[src/rtl/sdp_rd_burst.sv]
`default_nettype none
// ============================================================================
// Module   : sdp_rd_burst
// Purpose  : Burst read initiator for an sdp memory. It issues consecutive
//            read addresses and re-emits the returned words with an eot flag.
// Options  : SDP_RD_BURST_OUT_REG_EN adds a one-entry register stage on dout.
// Revision : 1.0  initial release
// ============================================================================
module sdp_rd_burst #(
  parameter int W_DATA = 16,
  parameter int W_ADDR = 16,
  parameter int W_LEN  = 16
) (
  input  logic                    clk,
  input  logic                    rst,
  input  logic                    cmd_valid_i,
  output logic                    cmd_ready_o,
  input  logic [W_LEN+W_ADDR-1:0] cmd_data_i,
  output logic                    rd_addr_valid_o,
  input  logic                    rd_addr_ready_i,
  output logic [W_ADDR-1:0]       rd_addr_data_o,
  input  logic                    rd_data_valid_i,
  output logic                    rd_data_ready_o,
  input  logic [W_DATA-1:0]       rd_data_data_i,
  output logic                    dout_valid_o,
  input  logic                    dout_ready_i,
  output logic [W_DATA:0]         dout_data_o
);

  typedef enum logic [1:0] {
    S_IDLE  = 2'd0,
    S_ISSUE = 2'd1,
    S_WAIT  = 2'd2
  } state_e;

  localparam logic [W_LEN-1:0]  c_LEN_ONE  = W_LEN'(1);
  localparam logic [W_ADDR-1:0] c_ADDR_ONE = W_ADDR'(1);

  state_e            state_q, state_d;
  logic [W_ADDR-1:0] cur_addr_q, cur_addr_d;
  logic [W_LEN-1:0]  len_q, len_d;
  logic [W_LEN-1:0]  iss_cnt_q, iss_cnt_d;
  logic [W_LEN-1:0]  rcv_cnt_q, rcv_cnt_d;

  logic [W_LEN-1:0]  w_cmd_len;
  logic [W_ADDR-1:0] w_cmd_addr;
  logic [W_LEN-1:0]  w_iss_inc;
  logic [W_LEN-1:0]  w_rcv_inc;
  logic              w_busy;
  logic              w_fwd_ready;
  logic              w_cmd_fire;
  logic              w_addr_fire;
  logic              w_data_fire;
  logic              w_eot;

  assign w_cmd_len  = cmd_data_i[W_LEN+W_ADDR-1:W_ADDR];
  assign w_cmd_addr = cmd_data_i[W_ADDR-1:0];
  assign w_iss_inc  = iss_cnt_q + c_LEN_ONE;
  assign w_rcv_inc  = rcv_cnt_q + c_LEN_ONE;
  assign w_busy     = (state_q != S_IDLE);

`ifdef SDP_RD_BURST_OUT_REG_EN
  logic              out_valid_q;
  logic [W_DATA:0]   out_data_q;

  // The next command waits until the final word has left the output register.
  assign w_fwd_ready = !out_valid_q || dout_ready_i;
  assign cmd_ready_o = (state_q == S_IDLE) && !out_valid_q;
`else
  assign w_fwd_ready = dout_ready_i;
  assign cmd_ready_o = (state_q == S_IDLE);
`endif

  assign rd_addr_valid_o = (state_q == S_ISSUE);
  assign rd_addr_data_o  = cur_addr_q;
  // Returns arriving while idle are strays and are simply drained.
  assign rd_data_ready_o = w_busy ? w_fwd_ready : 1'b1;

  assign w_cmd_fire  = cmd_valid_i && cmd_ready_o;
  assign w_addr_fire = rd_addr_valid_o && rd_addr_ready_i;
  assign w_data_fire = w_busy && rd_data_valid_i && w_fwd_ready;
  assign w_eot       = w_busy && (rcv_cnt_q == (len_q - c_LEN_ONE));

  always_ff @(posedge clk) begin
    if (rst) begin
      state_q    <= S_IDLE;
      cur_addr_q <= '0;
      len_q      <= '0;
      iss_cnt_q  <= '0;
      rcv_cnt_q  <= '0;
    end else begin
      state_q    <= state_d;
      cur_addr_q <= cur_addr_d;
      len_q      <= len_d;
      iss_cnt_q  <= iss_cnt_d;
      rcv_cnt_q  <= rcv_cnt_d;
    end
  end

  always_comb begin
    state_d    = state_q;
    cur_addr_d = cur_addr_q;
    len_d      = len_q;
    iss_cnt_d  = iss_cnt_q;
    rcv_cnt_d  = rcv_cnt_q;

    case (state_q)
      S_IDLE: begin
        if (w_cmd_fire && (w_cmd_len != '0)) begin
          cur_addr_d = w_cmd_addr;
          len_d      = w_cmd_len;
          iss_cnt_d  = '0;
          rcv_cnt_d  = '0;
          state_d    = S_ISSUE;
        end
      end
      S_ISSUE: begin
        if (w_addr_fire) begin
          cur_addr_d = cur_addr_q + c_ADDR_ONE;
          iss_cnt_d  = w_iss_inc;
          if (w_iss_inc == len_q) begin
            state_d = S_WAIT;
          end
        end
      end
      S_WAIT: begin
        state_d = S_WAIT;
      end
      default: begin
        state_d = S_IDLE;
      end
    endcase

    // The final return ends the burst from either ISSUE or WAIT.
    if (w_data_fire) begin
      rcv_cnt_d = w_rcv_inc;
      if (w_rcv_inc == len_q) begin
        state_d = S_IDLE;
      end
    end
  end

`ifdef SDP_RD_BURST_OUT_REG_EN
  always_ff @(posedge clk) begin
    if (rst) begin
      out_valid_q <= 1'b0;
      out_data_q  <= '0;
    end else begin
      if (w_fwd_ready) begin
        out_valid_q <= w_data_fire;
      end
      if (w_data_fire) begin
        out_data_q <= {w_eot, rd_data_data_i};
      end
    end
  end

  assign dout_valid_o = out_valid_q;
  assign dout_data_o  = out_data_q;
`else
  assign dout_valid_o = w_busy && rd_data_valid_i;
  assign dout_data_o  = {w_eot, rd_data_data_i};
`endif

endmodule
`default_nettype wire
[config.mk]
export PLATFORM = sky130hd
export DESIGN_NAME = sdp_rd_burst
export DESIGN_NICKNAME = d
export VERILOG_FILES = /design/src/rtl/sdp_rd_burst.sv
export SDC_FILE = /design/constraint.sdc
export NUM_CORES = 1
export LEC_CHECK = 0
export BUFFER_PORTS_ARGS = -buffer_cell sky130_fd_sc_hd__clkbuf_2
export CORE_MARGIN = 2
export CORE_UTILIZATION = 41
export CTS_CLUSTER_SIZE = 10
export DETAILED_ROUTE_END_ITERATION = 10
export GPL_ROUTABILITY_DRIVEN = 0
export PLACE_DENSITY = 0.66
export SYNTH_ARGS = -nofsm -noshare
export SYNTH_HDL_FRONTEND = slang
export SYNTH_SLANG_ARGS = --single-unit
[constraint.sdc]
create_clock -name clk -period 5.2 [get_ports clk]
set_input_delay 0.52 -clock clk [delete_from_list [all_inputs] [get_ports clk]]
set_output_delay 0.52 -clock clk [all_outputs]
set_load 0.03 [all_outputs]
# After elaboration in Yosys (flattened, before gate mapping)
# Index checks and enable logic that the tools add are counted.
# word_totals
reg_bits	66
latch_bits	0
ramBits	0
mem_bits_ro	0
inputBits	54
output_inout_bits	37
wordCells	46
mem_count	0
# classes
addsub	4
mul	0
div	0
order_cmp	0
eq_ne	7
shift	0
muxes	15
bitwise_logic	0
n_reduce_logical	15
# op_table
op	count
16-bit two-way mux	6
16-bit case mux with 2 select lines	2
16-bit by 1-bit adder with 16-bit output, second input constant	3
16-bit == test	3
16-bit nonzero test	1
16-bit by 1-bit subtractor with 16-bit output, second input constant	1
2-bit two-way mux	5
2-bit nonzero test	4
1-bit logical AND	6
2-bit case mux with 3 select lines	1
2-bit by 1-bit inequality test with 1-bit output, second input constant	2
2-bit AND reduction	2
3-bit AND reduction	1
2-bit by 1-bit == test with 1-bit output, second input constant	1
2-bit == test, second input constant	1
2-bit zero test	1
1-bit two-way mux	1

# Logic depth before layout (Yosys ltp)
# logic_depth
depth_word	7
ltp_mapped	10
depth_no_buf	9

# Worst setup path before layout
# No wires, ideal clock.
# synth_timing
path_kind	flip-flop to output port
startpoint	reg len_q[0]
endpoint	out dout_data_o[16]
t_arrival_ps	2266
t_required_ps	4680
slack_ps	2414
stages_incl_launch_ff	11
path_cell_list	dfxtp_1 -> inv_1 -> ha_1 -> nor3b_1 -> nand2_1 -> or3_1 -> xnor2_1 -> a211o_1 -> nor4_1 -> and3_1 -> buf_4
# synth_via
elab_chain_cells	3
# synth_lines
item	line	text
start: declaration	41	logic [W_LEN-1:0] len_q, len_d;
start signal: assignment	94	len_q <= len_d;
16-bit by 1-bit subtractor with 16-bit output	82	assign w_eot = w_busy && (rcv_cnt_q == (len_q - c_LEN_ONE));
16-bit == test	82	
1-bit logical AND	82	
end: declaration	27	output logic [W_DATA:0] dout_data_o
# No other way between the ends.

# Final worst setup path
# Same ends and word-level chain as after synthesis.

==> impl_metrics.tcl <==
set metrics [dict create \
    firstDrtPassIters 4 \
    netlist_instances 661 \
    cts.sinks 66 \
    drv_slew 0 \
    final_common_cell "nand2_1" \
    multi_input_area_um2 3050 \
    die_x_um 111 \
    maxSlewHeadroom_pct 32.3 \
    grt_pass1_vias 4372 \
    initial_core_util_pct 41.7 \
    slowest_stage "nor3b_1" \
    drc_errors 0 \
    criticalPathCategory "reg -> out" \
    period_share_pct 70.2 \
    cts_resized 0 \
    crit_fanout 5 \
    p_total_mw 1.56 \
    yosys_warnings 0 \
    clk_latency_ns 0.34 \
    seq_area_um2 1320 \
    cts-buffers-inserted 9 \
    leakagePower_nw 1.93 \
    required_ns 4.68 \
    die-area_um2 12400 \
    wl_mm 12.9 \
    num_rows 39 \
    fin_crit_ns 3.65 \
    htreeDepth 3 \
    pin_count 91 \
    cp.arrival_ns 3.13 \
    cp_slowest_stage_delay_ns 0.38 \
    drt_iter0_markers 358 \
    antenna_found_initial 0 \
    path_cells "inv_1 > ha_1 > nor3b_1 > nand2_1 > or3_1 > xnor2_1 > a211o_1 > nor4_1 > and3_1 > clkbuf_2" \
    ant_nets 0 \
    port_buffers 58 \
    via_per_inst 5.81 \
    rsz0062_at_grt "no" \
    cts_tree "done" \
    worst_slew_pin_slew_ns 1.01 \
    yosysSeqAreaShare_pct 27.9 \
    grt_max_degree 66 \
    setup_viol 0 \
    powerDensity_nw_per_um2 296 \
    syn-num-nets 719 \
    drv_cap 0 \
    drive_above_1_share_pct 14.7 \
    avgSynthCellArea_um2 7.17 \
    nNetsFinal 727 \
    worstSetupEndpointType "output port" \
    hold_viol 0 \
    grt_pass1_wl_mm 21.3 \
    clkTransAtPathRegs_ns 0.06 \
    synth_enable_flop_cells 0 \
    hold_path_class "in -> reg" \
    core-area_um2 11400 \
    status "completed" \
    peakVddDrop_v 0.000217 \
    hpwl_mm 9.13 \
    yosysUniqueCellTypes 66 \
    synthToLayoutAreaGrowth_pct 11.1 \
    vias 4750 \
    synth-seq-cells 66 \
    die_h_um 111 \
    overflow 0 \
    wl_per_cell_um 15.8 \
    grtUsageTotal_pct 20.6 \
    cts-root-buf "clkbuf_16" \
    post-cts-setup-buffer-count 0 \
    ys.flop_type "dfxtp_1" \
    cts_buffer_depth 2 \
    max_freq_ghz 0.274 \
    hold_buffers 0 \
    async_flop_share_pct 0 \
    insertedDiodeCount 0 \
    skew_ns 0.00764 \
    filler_cell_count 1131 \
    cp-start-kind "register" \
    syn_area_um2 4740 \
    setup_tns_ns 0 \
    final_cell_mix "78 x nand2_1, 71 x nor2_1, 71 x a21oi_1" \
]
-- logic make-up after synthesis --
kind of cell	Yosys count	synth area share, %
DFF	66	27.9
AOI/OAI and AO/OA	161	20.4
adders and majority gates	4	1.06
xor gates and xnor gates	57	10.5
buffers and inverters	74	7.69
muxes	5	1.08
and+or+nand+nor	294	31.4
-- layer usage --
layer  global-route usage (%)  vias to the layer above  share of wire [%]
met3                     4.03                       27                5.0
met5                        0                        -                  0
met1                     26.2                     2236                 45
met2                     33.8                      120                 47
met4                     9.63                        0                3.0
li1                         -                     2367                  -
-- final timing paths --
check / depth (start not counted) / end / start / slack, ns
min reg2reg: 2 / state_q[1] / state_q[1] / 0.49
min: 3 / len_q[4] / cmd_data_i[20] / 0.42
max reg2reg: 7 / rd_addr_data_o[0] / state_q[1] / 1.88
max: 10 / dout_data_o[16] / len_q[0] / 1.55
-- metrics by stage --
step	instance area [µm²]	utilization [%]	setup slack [ns]	hold WS [ns]	cells
6_report	5260	46.3	1.55	0.424	817
5_1_grt	5260	46.3	1.29	0.433	817
4_1_cts	5260	46.3	1.55	0.409	817
3_5_place_dp	4910	43.2	1.93	0.476	801
3_3_place_gp	4910	43.2	1.97	0.470	801
2_1_floorplan	4740	-	2.41	0.451	661
-- synthesized netlist by cell type (15+ instances only) --
library cell  count  area [µm²]
xnor2_1          35         307
o21ai_0          36         180
clkbuf_1         36         135
nor3_1           21         105
nor4_1           18         113
nand2_1          78         293
dfxtp_1          66        1320
nand4_1          15        93.8
nand3_1          29         145
a21oi_1          71         355
xor2_1           22         193
buf_4            18         135
nor2_1           71         267
-- worst max-delay path: cells and delay by family, from the launching register on --
| family | cells | cell delay, ns |
|---|---|---|
| buffers and inverters | 2 | 0.30 |
| AO/OA/AOI/OAI | 1 | 0.29 |
| flip-flops | 1 | 0.37 |
| XOR/XNOR | 1 | 0.14 |
| AND/OR/NAND/NOR | 5 | 1.48 |
| adder cells (fa/ha/maj) | 1 | 0.22 |
-- cell type report --
| class | count | share of cell area, % |
|---|---|---|
| clock buffers | 10 | 4.54 |
| clock inverters | 6 | 2.14 |
| well taps | 143 | 3.40 |
| flip-flops and latches | 66 | 25.1 |
| inverters | 8 | 0.571 |
| multi-input cells | 521 | 58.0 |
| repair buffers | 63 | 6.23 |
-- sequential cells by signal, summed over array words and instances (netlist names) --
name	count
state_q	2
len_q	16
rd_addr_data_o	16
rcv_cnt_q	16
iss_cnt_q	16
-- where the power goes --
group          switching [mW]  internal, mW
combinational           0.168         0.106
clock                   0.238         0.483
sequential             0.0370         0.527
total                   0.442          1.12
No activity file was read; power rests on OpenSTA's default activity.
